--- config.mk ---
export PLATFORM = sky130hd
export DESIGN_NAME = register_file
export DESIGN_NICKNAME = d
export VERILOG_FILES = /design/src/rtl/register_file.sv
export SDC_FILE = /design/constraint.sdc
export NUM_CORES = 2
export LEC_CHECK = 0
export BUFFER_PORTS_ARGS = -buffer_cell sky130_fd_sc_hd__buf_2
export CORE_MARGIN = 3
export CORE_UTILIZATION = 70
export CTS_BUF_LIST = sky130_fd_sc_hd__clkbuf_2 sky130_fd_sc_hd__clkbuf_4 sky130_fd_sc_hd__clkbuf_8
export DETAILED_ROUTE_END_ITERATION = 7
export PLACE_DENSITY = 0.95
export SYNTH_ARGS = -nofsm -noshare
export SYNTH_HDL_FRONTEND = slang
export SYNTH_SLANG_ARGS = --single-unit
--- constraint.sdc ---
create_clock -name Clk -period 4.5 [get_ports Clk]
set_clock_uncertainty 0.15 [all_clocks]
set_input_delay 0.675 -clock Clk [delete_from_list [all_inputs] [get_ports Clk]]
set_output_delay 0.675 -clock Clk [all_outputs]
set_load 0.1 [all_outputs]
--- src/rtl/register_file.sv ---
// 32 x 64-bit architectural register file: two combinational read ports, one
// write port committed on the rising edge, with index ZERO_REG hardwired to zero.
module register_file #(
    parameter int DATA_WIDTH = 64,
    parameter int NUM_REGS   = 32,
    parameter int ZERO_REG   = 31,
    localparam int AW        = $clog2(NUM_REGS)
) (
    input  logic                  Clk,
    input  logic                  Reset,
    input  logic [AW-1:0]         RA,
    input  logic [AW-1:0]         RB,
    input  logic [AW-1:0]         RW,
    input  logic                  RegWr,
    input  logic [DATA_WIDTH-1:0] BusW,
    output logic [DATA_WIDTH-1:0] BusA,
    output logic [DATA_WIDTH-1:0] BusB
);

    localparam logic [AW-1:0] ZERO_IDX = AW'(ZERO_REG);

    logic [DATA_WIDTH-1:0] r_regs [NUM_REGS];
    logic                  w_wr_en;

    // RegWr gates the compare, so an unknown RW with RegWr low cannot select a register
    assign w_wr_en = RegWr && (RW != ZERO_IDX);

    always_ff @(posedge Clk) begin
        if (Reset) begin
            for (int i = 0; i < NUM_REGS; i++) begin
                r_regs[i] <= '0;
            end
        end else if (w_wr_en) begin
            r_regs[RW] <= BusW;
        end
    end

    // Reads come straight from storage, never from BusW, so no loop through the ALU
    assign BusA = (RA == ZERO_IDX) ? '0 : r_regs[RA];
    assign BusB = (RB == ZERO_IDX) ? '0 : r_regs[RB];

endmodule

==> results of run 1 <==
==> kinds of logic after synthesis <==
group / Yosys count / synth area share [%]
simple gates: 2232 / 12.6
flops: 2048 / 56.8
other cells: 1 / 0.00346
compound gates: 342 / 2.26
mux: 1396 / 25.2
buf+inv: 816 / 3.20
==> what timing repair did <==
item | 4_1_cts
endpoints found under the setup margin | 1
hold buffers | 11
resized for setup | 1
endpoints found under the hold margin | 97
==> synthesized netlist by cell type (all sizes together) <==
library cell and n:
nand3 4, or3b 2, or3 2, a211oi 34
conb 1, buf 194, o21a 13, mux2 18
o21ai 50, nor2 74, a2111oi 16, nor3 43
inv 53, mux4 1060, or2 34, nor4 5
nand3b 5, o22ai 60, a221oi 15, nand4 1
mux2i 318, o2bb2ai 40, and2 1984, nand2b 6
nand4b 1, edfxtp 2048, a21oi 30, nand2 17
o221ai 54, a22oi 30, clkbuf 569, nor2b 25
and3 29
==> stage by stage <==
| step | TNS [ns] | hold slack (ns) | utilization, % |
|---|---|---|---|
| after floorplan | -0.0796 | 0.723 | - |
| after global placement | 0 | 0.979 | 74.6 |
| after detailed placement | -0.110 | 0.984 | 74.6 |
| after CTS | 0 | 0.000778 | 78.8 |
==> layer usage <==
metal,GRT overflow,global-route usage [%]
met1,14,76.5
met5,3,69.9
met3,21,78.7
met2,38,89.5
met4,42,77.1
==> impl_metrics.ini, run 1 <==
[die]
chipWidth_um = 399
io_pins = 210
rows = 143
initial_utilization_pct = 70.9
fp.dieH_um = 399

[global_routing]
grt_usage_pct = 80.8
antenna_found_initial = 113
grt_overflow = 118
grt_start_max_net_pins = 68

[outcome]
stop_stage = global routing
tool.error = [ERROR GRT-0232] Routing congestion too high. Check the congestion heatmap in the GUI.
outcome = aborted with a tool error

[clocking]
cts_buffers = 331
numClockSinks = 2048
cts_buffer_depth = 4
cts_max_level = 5
root_buffer = clkbuf_8
post_cts_buffers = 0

[logic_synthesis]
syn_area_sq_mm = 0.108
synthTopCellsByArea = edfxtp_1 57%, mux4_2 22%, and2_1 11%, mux2i_1 2.9%, clkbuf_1 2.0%
synthCells = 6835
synth_warnings = 0
synth-seq-cells = 2048
yosysTopAreaCellShare_pct = 56.8
synth_cell_types = 38
avgSynthCellArea_sq_um = 15.9
seq_area_frac_synth_pct = 56.8
yosys.area.top_type = edfxtp_1

[placement]
dp.cells = 8710
post-place-ws_ns = -0.110
portBuffers = 209
dp_hpwl_mm = 222
place_area_sq_mm = 0.114
routabilityCongestion = 0.903

[sta]
worst_endpoint_kind = top-level output
crit_endpoint = BusB[47]
==> inputs of run 2 (changes only) <==
==> config.mk (replaced) <==
export PLATFORM = sky130hd
export DESIGN_NAME = register_file
export DESIGN_NICKNAME = d
export VERILOG_FILES = /design/src/rtl/register_file.sv
export SDC_FILE = /design/constraint.sdc
export NUM_CORES = 2
export LEC_CHECK = 0
export BUFFER_PORTS_ARGS = -buffer_cell sky130_fd_sc_hd__buf_2
export CORE_MARGIN = 3
export CORE_UTILIZATION = 40
export DETAILED_ROUTE_END_ITERATION = 7
export PLACE_DENSITY_LB_ADDON = 0.15
export SYNTH_ARGS = -nofsm -noshare
export SYNTH_HDL_FRONTEND = slang
export SYNTH_SLANG_ARGS = --single-unit
==> run 2 against run 1 <==
Net effect: the flow now finishes, with violations (DRC); synthesized cell count did not move; area after synthesis did not move.
==> impl_metrics.ini, run 2 <==
[die]
fp.dieH_um = 527
initial_utilization_pct = 40.3
core_sq_mm = 0.269
io_pins = 210
rows = 190
die_area_sq_mm = 0.277
chipWidth_um = 527

[logic_synthesis]
async_flop_share_pct = 0
synth_warnings = 0
synth_cell_types = 38
synth_ff_type = edfxtp_1
yosys.area.top_type = edfxtp_1
synth_common_cells = 2048 x edfxtp_1, 1984 x and2_1, 1060 x mux4_2
yosysMostFrequentCell = edfxtp_1
synthCells = 6835
avgSynthCellArea_sq_um = 15.9
seq_area_frac_synth_pct = 56.8
synthTopCellsByArea = edfxtp_1 57%, mux4_2 22%, and2_1 11%, mux2i_1 2.9%, clkbuf_1 2.0%
synth-seq-cells = 2048
yosysTopAreaCellShare_pct = 56.8
synth_edf_count = 2048
syn_area_sq_mm = 0.108

[clocking]
root_buffer = clkbuf_16
numClockSinks = 2048
post_cts_buffers = 0
ctsResizeCount = 0
cts_hold_buffers = 0
cts_buffers = 236
tritoncts = yes
clkTransAtPathRegs_ns = 0.07
cts_buffer_depth = 4
cts_max_level = 4

[final_layout]
num-fill-cells = 23000
drive_gt1_share_pct = 28.9
finish.instance_area_sq_mm = 0.124
postLayoutCoreUtil_pct = 46.2
final_common_cell = edfxtp_1
top_register = r_regs
area_growth_pct = 14.7
fin_nets = 6995
reg_top3 = r_regs x2048
largest_register_ffs = 2048
final_cell_mix = 2048 x edfxtp_1, 1984 x and2_1, 1060 x mux4_2

[worst_setup_path]
cp_top_family = compound AO/OA/AOI/OAI gates
crit_path_max_fanout = 30
end_kind = output port
path_class = input pin to output port
crit_path_cell_trace = buf_8, nand3b_1, buf_12, o22ai_1, a211oi_1, o21ai_0, and3_1, buf_2
slowest_delay_ns = 0.81
arrival_ns = 3.63
cp-start-kind = input pin
path_buf_inv = 3
required_ns = 3.67
crit_path_top_delay_cell = o21ai_0

[global_routing]
first_global_vias = 68500
antenna_found_initial = 66
grt_start_max_net_pins = 96
grt_usage_pct = 30.4
grt_overflow = 0
grt_pass1_wl_mm = 582

[sta]
finalSetupViolCount = 0
max_slew_margin_pct = 16.4
fmax_mhz = 224
post-route-period-util_pct = 99.0
worst_pin_slew_ns = 1.24
min_period_ns = 4.45
drv_slew = 0
hold_viol = 0
rsz0062_at_grt = no

[power]
p_leak_uw = 0.0429
max-vdd-ir-drop_v = 0.000335
p_per_area_mw_per_mm2 = 398

[drt]
first_pass_iters = 8
routedWlPerCell_um = 39.7
drt-initial-drc-count = 11400
viasPerCell = 6.40
drc = 2
via_count = 68600
drt_wl_total_mm = 426
drtAntennaViolNets = 0

[worst_hold_path]
hp-class = input pin to register

[placement]
portBuffers = 209
dp_hpwl_mm = 223
routabilityCongestion = 0.801
place_area_sq_mm = 0.117

[flow_run]
cap_violations = 0

[outcome]
violations = DRC
outcome = finished with violations
## run 2: report_power, final
| group | total, uW | switching (uW) | leakage (uW) | internal [uW] |
|---|---|---|---|---|
| logic | 7450 | 4740 | 0.0197 | 2710 |
| registers | 22600 | 513 | 0.0195 | 22000 |
| clock network | 19400 | 8170 | 0.00371 | 11200 |
## run 2: cell type report
cell class / instances / area [sq um] / area share [%]
flip-flops and latches: 2048 / 61500 / 49.5
multi-input cells: 4034 / 44200 / 35.6
repair buffers: 540 / 6180 / 4.97
clock buffers: 289 / 6150 / 4.95
well taps: 3552 / 4440 / 3.58
clock inverters: 139 / 1420 / 1.14
inverters: 53 / 209 / 0.168
diodes: 66 / 165 / 0.133
## run 2: per-layer routing
metal | wire [um] | track usage (%) | vias up | part of all wire (%)
met5 | 75 | 0 | - | 0.018
met2 | 201000 | 48.8 | 4819 | 47
met3 | 48600 | 5.82 | 850 | 11
li1 | - | - | 26600 | -
met4 | 17300 | 11.1 | 12 | 4.1
met1 | 159000 | 41.4 | 36300 | 37
## run 2: metrics by stage
step / power (uW) / hold WS, ns / worst slack [ns] / instances / setup TNS, ns
2_1_floorplan: 27600 / 0.723 / -0.0796 / 6898 / -0.0796
3_3_place_gp: 30300 / 1.13 / 0.111 / 10200 / 0
3_5_place_dp: 30400 / 1.14 / 0.156 / 10200 / 0
4_1_cts: 49600 / 0.148 / 0.154 / 10700 / 0
5_1_grt: 50700 / 0.201 / 0.0927 / 10700 / 0
6_report: 49400 / 0.205 / 0.0454 / 10700 / 0
## run 2: path summary, 6_finish.rpt
kind / startpoint / endpoint / depth (start not counted)
setup / recovery: RA[2] / BusA[35] / 8
hold / removal: BusW[11] / r_regs[5][11]$_SDFFCE_PN0P_ / 2
## run 2: logic make-up after synthesis
kind of cell / after synthesis / synth area share, %
and+or+nand+nor: 2232 / 12.6
other: 1 / 0.00346
DFF: 2048 / 56.8
muxes: 1396 / 25.2
AOI/OAI and AO/OA: 342 / 2.26
buffers and inverters: 816 / 3.20
Note: power is estimated with default switching activity, not from simulation.
